$ cat config.mk
export PLATFORM = sky130hd
export DESIGN_NAME = hazard_ctrl_flat
export DESIGN_NICKNAME = d
export VERILOG_FILES = /design/src/rtl/hazard_ctrl_if.sv /design/src/rtl/hazard_ctrl.sv /design/src/flat_wrapper.sv
export SDC_FILE = /design/constraint.sdc
export NUM_CORES = 1
export LEC_CHECK = 0
export BUFFER_PORTS_ARGS = -buffer_cell sky130_fd_sc_hd__buf_4
export CORE_MARGIN = 2
export CORE_UTILIZATION = 40
export DETAILED_ROUTE_END_ITERATION = 7
export GPL_TIMING_DRIVEN = 1
export PLACE_DENSITY = 0.63
export SYNTH_ARGS = -nofsm -noshare
export SYNTH_HDL_FRONTEND = slang
export SYNTH_SLANG_ARGS = --single-unit
$ cat constraint.sdc
create_clock -name clk -period 4 [get_ports clk]
set_input_delay 0.4 -clock clk [delete_from_list [all_inputs] [get_ports clk]]
set_output_delay 0.4 -clock clk [all_outputs]
set_load 0.01 [all_outputs]
$ cat src/rtl/hazard_ctrl_if.sv
// Hazard-unit bundle: Decode/Execute hazard inputs and the stall/flush/forward controls.
interface hazard_ctrl_if;
    logic [2:0] dec_rs1;
    logic [2:0] dec_rs2;
    logic       dec_use1;
    logic       dec_use2;
    logic [2:0] ex_rs1;
    logic [2:0] ex_rs2;
    logic       ex_wr_en;
    logic [2:0] ex_wr_reg;
    logic [1:0] ex_ldst_en;
    logic       br_taken;
    logic       mem_ready;
    logic       stall_f;
    logic       stall_d;
    logic       stall_e;
    logic       bubble_e;
    logic       flush_d;
    logic [1:0] fwd_a;
    logic [1:0] fwd_b;
    logic       mem_err;

    modport master (
        output dec_rs1, dec_rs2, dec_use1, dec_use2, ex_rs1, ex_rs2,
               ex_wr_en, ex_wr_reg, ex_ldst_en, br_taken, mem_ready,
        input  stall_f, stall_d, stall_e, bubble_e, flush_d, fwd_a, fwd_b, mem_err
    );

    modport slave (
        input  dec_rs1, dec_rs2, dec_use1, dec_use2, ex_rs1, ex_rs2,
               ex_wr_en, ex_wr_reg, ex_ldst_en, br_taken, mem_ready,
        output stall_f, stall_d, stall_e, bubble_e, flush_d, fwd_a, fwd_b, mem_err
    );
endinterface

$ cat src/rtl/hazard_ctrl.sv
// Pipeline hazard controller: shadow M/W scoreboard, operand forwarding, load-use
// stall, branch flush and memory freeze with a sticky timeout flag.
module hazard_ctrl (
    input  logic          clk,
    input  logic          rst,
    hazard_ctrl_if.slave  hz
);

    typedef enum logic {ST_RUN, ST_WAIT} state_t;

    state_t     state_q, state_d;
    logic       m_wr_en_q;
    logic [2:0] m_wr_reg_q;
    logic [1:0] m_ldst_q;
    logic       w_wr_en_q;
    logic [2:0] w_wr_reg_q;
    logic [3:0] wait_cnt_q, wait_cnt_d;
    logic       mem_err_q, mem_err_d;

    logic       m_mem;
    logic       freeze;
    logic       load_use;
    logic       m_fwd_ok;

    assign m_mem    = (m_ldst_q == 2'b01) || (m_ldst_q == 2'b10);
    assign freeze   = m_mem && !hz.mem_ready;
    assign load_use = (hz.ex_ldst_en == 2'b01) && hz.ex_wr_en &&
                      ((hz.dec_use1 && (hz.ex_wr_reg == hz.dec_rs1)) ||
                       (hz.dec_use2 && (hz.ex_wr_reg == hz.dec_rs2)));
    // A load in M has no result yet, so it must never be a forwarding source.
    assign m_fwd_ok = m_wr_en_q && (m_ldst_q != 2'b01);

    always_ff @(posedge clk or negedge rst) begin
        if (!rst) begin
            state_q <= ST_RUN;
        end else begin
            state_q <= state_d;
        end
    end

    always_comb begin
        state_d = state_q;
        unique case (state_q)
            ST_RUN:  if (freeze)       state_d = ST_WAIT;
            ST_WAIT: if (hz.mem_ready) state_d = ST_RUN;
            default:                   state_d = ST_RUN;
        endcase
    end

    always_comb begin
        hz.stall_f  = 1'b0;
        hz.stall_d  = 1'b0;
        hz.stall_e  = 1'b0;
        hz.bubble_e = 1'b0;
        hz.flush_d  = 1'b0;
        if (freeze) begin
            hz.stall_f = 1'b1;
            hz.stall_d = 1'b1;
            hz.stall_e = 1'b1;
        end else if (hz.br_taken) begin
            hz.flush_d  = 1'b1;
            hz.bubble_e = 1'b1;
        end else if (load_use) begin
            hz.stall_f  = 1'b1;
            hz.stall_d  = 1'b1;
            hz.bubble_e = 1'b1;
        end
    end

    always_comb begin
        hz.fwd_a = 2'b00;
        hz.fwd_b = 2'b00;
        if (m_fwd_ok && (m_wr_reg_q == hz.ex_rs1)) begin
            hz.fwd_a = 2'b01;
        end else if (w_wr_en_q && (w_wr_reg_q == hz.ex_rs1)) begin
            hz.fwd_a = 2'b10;
        end
        if (m_fwd_ok && (m_wr_reg_q == hz.ex_rs2)) begin
            hz.fwd_b = 2'b01;
        end else if (w_wr_en_q && (w_wr_reg_q == hz.ex_rs2)) begin
            hz.fwd_b = 2'b10;
        end
    end

    // Counter restarts on RUN->WAIT and only advances while still frozen in WAIT.
    always_comb begin
        wait_cnt_d = wait_cnt_q;
        mem_err_d  = mem_err_q;
        if ((state_q == ST_RUN) && freeze) begin
            wait_cnt_d = '0;
        end else if ((state_q == ST_WAIT) && freeze && (wait_cnt_q != 4'd15)) begin
            wait_cnt_d = wait_cnt_q + 4'd1;
        end
        if ((state_q == ST_WAIT) && (wait_cnt_d == 4'd15)) begin
            mem_err_d = 1'b1;
        end
    end

    always_ff @(posedge clk or negedge rst) begin
        if (!rst) begin
            wait_cnt_q <= '0;
            mem_err_q  <= 1'b0;
        end else begin
            wait_cnt_q <= wait_cnt_d;
            mem_err_q  <= mem_err_d;
        end
    end

    always_ff @(posedge clk or negedge rst) begin
        if (!rst) begin
            m_wr_en_q  <= 1'b0;
            m_wr_reg_q <= '0;
            m_ldst_q   <= '0;
            w_wr_en_q  <= 1'b0;
            w_wr_reg_q <= '0;
        end else if (!freeze) begin
            m_wr_en_q  <= hz.ex_wr_en;
            m_wr_reg_q <= hz.ex_wr_reg;
            m_ldst_q   <= hz.ex_ldst_en;
            w_wr_en_q  <= m_wr_en_q;
            w_wr_reg_q <= m_wr_reg_q;
        end
    end

    assign hz.mem_err = mem_err_q;

endmodule

$ cat src/flat_wrapper.sv
// flat-port wrapper written by rule: the top's interface ports become plain ports
module hazard_ctrl_flat 
  (clk, rst, hz_dec_rs1, hz_dec_rs2, hz_dec_use1, hz_dec_use2, hz_ex_rs1, hz_ex_rs2, hz_ex_wr_en, hz_ex_wr_reg, hz_ex_ldst_en, hz_br_taken, hz_mem_ready, hz_stall_f, hz_stall_d, hz_stall_e, hz_bubble_e, hz_flush_d, hz_fwd_a, hz_fwd_b, hz_mem_err);
  hazard_ctrl_if hz_i ();
  input  logic clk;
  input  logic rst;
  input wire logic [$bits(hz_i.dec_rs1)-1:0] hz_dec_rs1;
  input wire logic [$bits(hz_i.dec_rs2)-1:0] hz_dec_rs2;
  input wire logic [$bits(hz_i.dec_use1)-1:0] hz_dec_use1;
  input wire logic [$bits(hz_i.dec_use2)-1:0] hz_dec_use2;
  input wire logic [$bits(hz_i.ex_rs1)-1:0] hz_ex_rs1;
  input wire logic [$bits(hz_i.ex_rs2)-1:0] hz_ex_rs2;
  input wire logic [$bits(hz_i.ex_wr_en)-1:0] hz_ex_wr_en;
  input wire logic [$bits(hz_i.ex_wr_reg)-1:0] hz_ex_wr_reg;
  input wire logic [$bits(hz_i.ex_ldst_en)-1:0] hz_ex_ldst_en;
  input wire logic [$bits(hz_i.br_taken)-1:0] hz_br_taken;
  input wire logic [$bits(hz_i.mem_ready)-1:0] hz_mem_ready;
  output wire logic [$bits(hz_i.stall_f)-1:0] hz_stall_f;
  output wire logic [$bits(hz_i.stall_d)-1:0] hz_stall_d;
  output wire logic [$bits(hz_i.stall_e)-1:0] hz_stall_e;
  output wire logic [$bits(hz_i.bubble_e)-1:0] hz_bubble_e;
  output wire logic [$bits(hz_i.flush_d)-1:0] hz_flush_d;
  output wire logic [$bits(hz_i.fwd_a)-1:0] hz_fwd_a;
  output wire logic [$bits(hz_i.fwd_b)-1:0] hz_fwd_b;
  output wire logic [$bits(hz_i.mem_err)-1:0] hz_mem_err;
  assign hz_i.dec_rs1 = hz_dec_rs1;
  assign hz_i.dec_rs2 = hz_dec_rs2;
  assign hz_i.dec_use1 = hz_dec_use1;
  assign hz_i.dec_use2 = hz_dec_use2;
  assign hz_i.ex_rs1 = hz_ex_rs1;
  assign hz_i.ex_rs2 = hz_ex_rs2;
  assign hz_i.ex_wr_en = hz_ex_wr_en;
  assign hz_i.ex_wr_reg = hz_ex_wr_reg;
  assign hz_i.ex_ldst_en = hz_ex_ldst_en;
  assign hz_i.br_taken = hz_br_taken;
  assign hz_i.mem_ready = hz_mem_ready;
  assign hz_stall_f = hz_i.stall_f;
  assign hz_stall_d = hz_i.stall_d;
  assign hz_stall_e = hz_i.stall_e;
  assign hz_bubble_e = hz_i.bubble_e;
  assign hz_flush_d = hz_i.flush_d;
  assign hz_fwd_a = hz_i.fwd_a;
  assign hz_fwd_b = hz_i.fwd_b;
  assign hz_mem_err = hz_i.mem_err;
  hazard_ctrl u_core (.clk(clk), .rst(rst), .hz(hz_i));
endmodule
==> summary.md <==
| Metric | Value |
|---|---|
| Post-DR wirelength/cell | `11.79 um` |
| Hold Path Origin | `hz_mem_ready` |
| CP arrival | `1.86 ns` |
| Area growth, synth to finish | `28.61%` |
| First drt pass iteration count | `4` |
| Crit-path cells | `ha_1 -> or2_4 -> and2_1 -> o21bai_1 -> buf_4` |
| Met2 Track Usage GR | `28.31%` |
| Non-Filler Instances | `179` |
| Post-layout nets | `177` |
| Number of synthesized flops with an enable pin | `0` |
| Syn Area/Cell | `8.598 sq um` |
| DP Cell Count | `175` |
| TritonCTS clock tree | `yes` |
| Initial DRC Count | `11` |
| Slew Limit Fails | `0` |
| HPWL Detailed | `1690 um` |
| Largest net degree at the start of global routing | `21` |
| Setup crit start | `u_core.m_ldst_q[0]` |
| Synth area leader | `dfrtp_1` |
| Synth unique cells | `31` |
| Final worst-path cycle share | `56.43%` |
| Synth Net Count | `143` |
| Root buf cell | `clkbuf_4` |
| Die W | `54.15 um` |
| Rows | `18` |
| Hold Vio Cnt, Final | `0` |
| Vias in the first global route | `865` |
| Post-DR vias/cell | `4.989` |
| Synth Warn # | `0` |
| # DRC | `0` |
| Crit start category | `register` |
| Overflow after GRT | `0` |
| Clk_lat worst skew | `0.29 ns` |
| Maximum vdd drop | `0.0003014 V` |
| Grt met3 use | `5.000%` |
| Inserted Clock Buffers | `3` |
| Die Area | `0.002932 sq mm` |
| Via count | `893` |
| Critical R2R Launch | `u_core.m_ldst_q[0]` |
| Largest stage delay, worst path | `0.39 ns` |
| Post-route clock skew | `0.001693 ns` |
| Predominant post-synthesis flop cell | `dfrtp_1` |
| Mapped Area | `0.001006 sq mm` |
| Most frequent cell after synthesis | `nand2_1` |
| Crit-path max FO | `20` |
| Outcome | `completed` |
| Ys async rst share | `100.0%` |
| Clk slew on worst S/H paths | `0.08 ns` |
| Global-route wire length before repair | `3677 um` |
| Core ar. | `0.002432 sq mm` |
| Ports | `34` |
| Final setup viols | `0` |
| Routed Wire Length | `2110 um` |
| Worst Hold Class | `in2reg` |
| WS Path Type | `reg2out` |
| Slew HR | `72.88%` |
| Post-CTS Repair Setup Buffers | `0` |
| Post-Syn Instances | `117` |
| Post-route minimum period | `2.257 ns` |
| Slowest-stage cell, CP | `dfrtp_1` |
| CTS resizes | `0` |
| Flops & latches, synth | `16` |
| Max Fclk | `0.4431 GHz` |
| Setup TNS | `0 ns` |
| GRT Total Usage | `17.71%` |
| Die Y | `54.15 um` |
| Required time worst endpoint | `3.60 ns` |
| GRT met1 Usage | `22.74%` |
| Clock sinks | `16` |
| Initial Utilization | `41.36%` |
| RSZ-0062 raised after global routing | `no` |
| Initial antenna violation count | `0` |
| Worst setup EP type | `primary output` |
| Max H-tree Level | `1` |
| Port buffer count | `33` |
| Leak | `0.0006432 uW` |
| CTS Hold Bufs | `1` |
| DRT antenna net count | `0` |
| Power per cell area | `552.2 mW/mm^2` |
| Area share of the largest cell type after synthesis | `39.80%` |
| Sequential area share after synthesis | `39.80%` |
| Fraction of layout cells with a size suffix above 1 | `26.85%` |
| RePlAce Congestion | `0.8006` |
| Ant diodes | `0` |
| Largest cells by area after synthesis | `dfrtp_1 (40%), nand2_1 (12%), xnor2_1 (10%)` |
| Clk buf depth | `2` |
| Max Cap Viol | `0` |
| Post-synth top cells | `nand2_1 (31), dfrtp_1 (16), xnor2_1 (12)` |
| Top Usage Layer GRT | `met2` |
| Worst Tran Pin Value | `0.4031 ns` |
## kinds of logic after synthesis
kind of cell / synth area share [%]
buf+inv: 5.722
compound gates: 10.45
fa+ha+maj: 2.487
mux: 2.487
simple gates: 23.38
xor+xnor: 15.67
flops: 39.80
## path summary, 6_finish.rpt
kind                                         to  slack (ns)  cells after the start
hold reg to reg               u_core.hz.mem_err        0.48                      1
setup / recovery                    hz_bubble_e        1.74                      5
max in group asynchronous      u_core.m_wr_en_q        3.33                      2
setup reg to reg              u_core.hz.mem_err        2.10                      6
min in group asynchronous  u_core.w_wr_reg_q[2]        0.49                      2
hold / removal                   u_core.state_q        0.28                      2
## layout make-up
| type | instances | area, sq um |
|---|---|---|
| Clock buffer | 3 | 22.52 |
| Multi-Input combinational cell | 90 | 548.0 |
| Tap cell | 30 | 37.54 |
| Inverter | 6 | 27.53 |
| Sequential cell | 16 | 400.4 |
| Timing Repair Buffer | 34 | 257.7 |
| Fill cell | 229 | 1139 |
## per-layer routing
metal | routed length (um) | vias to the layer above | share of wire (%)
li1 | - | 458 | -
met1 | 948 | 404 | 45
met2 | 1013 | 26 | 48
met3 | 111 | 5 | 5.3
met4 | 36 | 0 | 1.7
met5 | 0 | - | 0
## registers in the layout, summed over array words and instances, names as in the netlist
name / cells
u_core.hz.mem_err: 1
u_core.m_ldst_q: 2
u_core.m_wr_en_q: 1
u_core.m_wr_reg_q: 3
u_core.state_q: 1
u_core.w_wr_en_q: 1
u_core.w_wr_reg_q: 3
u_core.wait_cnt_q: 4
## worst max-delay path, delay by kind of cell (launching register included)
family	cells	cell delay (ns)
simple gates	2	0.54
fa+ha+maj	1	0.34
buf+inv	1	0.15
compound gates	1	0.15
flops	1	0.39
## through the flow
step,total power [uW],hold WS [ns],setup WS (ns),util (%),area [sq um]
floorplan,536.8,0.1044,1.973,-,1006
global placement,626.2,0.2733,2.084,51.85,1261
detailed placement,639.0,0.2713,2.053,51.85,1261
CTS,724.3,0.2762,1.735,53.19,1294
global route,786.1,0.2758,1.637,53.19,1294
finish,714.4,0.2831,1.743,53.19,1294
## where the power goes
part           leakage (uW)  internal (uW)  total, uW  switching, uW
sequential         0.000201            221        291           69.4
clock             0.0000138           35.0       83.5           48.4
combinational      0.000428            165        340            175
total              0.000643            422        714            293
## cell usage in the layout (no fill, tap or decap), drive strengths merged
| master | n |
|---|---|
| a41o | 1 |
| buf | 33 |
| ha | 2 |
| inv | 5 |
| nand4b | 1 |
| clkinv | 1 |
| nand4 | 2 |
| dlygate4sd3 | 1 |
| o21ai | 4 |
| xnor2 | 12 |
| a21oi | 7 |
| mux2i | 1 |
| nand3 | 3 |
| nor2 | 4 |
| a41oi | 1 |
| and3 | 1 |
| and4 | 1 |
| a22o | 1 |
| or2 | 1 |
| o22ai | 1 |
| xor2 | 6 |
| o21bai | 1 |
| nor4 | 4 |
| clkbuf | 3 |
| and2 | 1 |
| nand2b | 1 |
| dfrtp | 16 |
| nand2 | 32 |
| o41ai | 1 |
| mux2 | 1 |
Note: power is estimated with default switching activity, not from simulation.
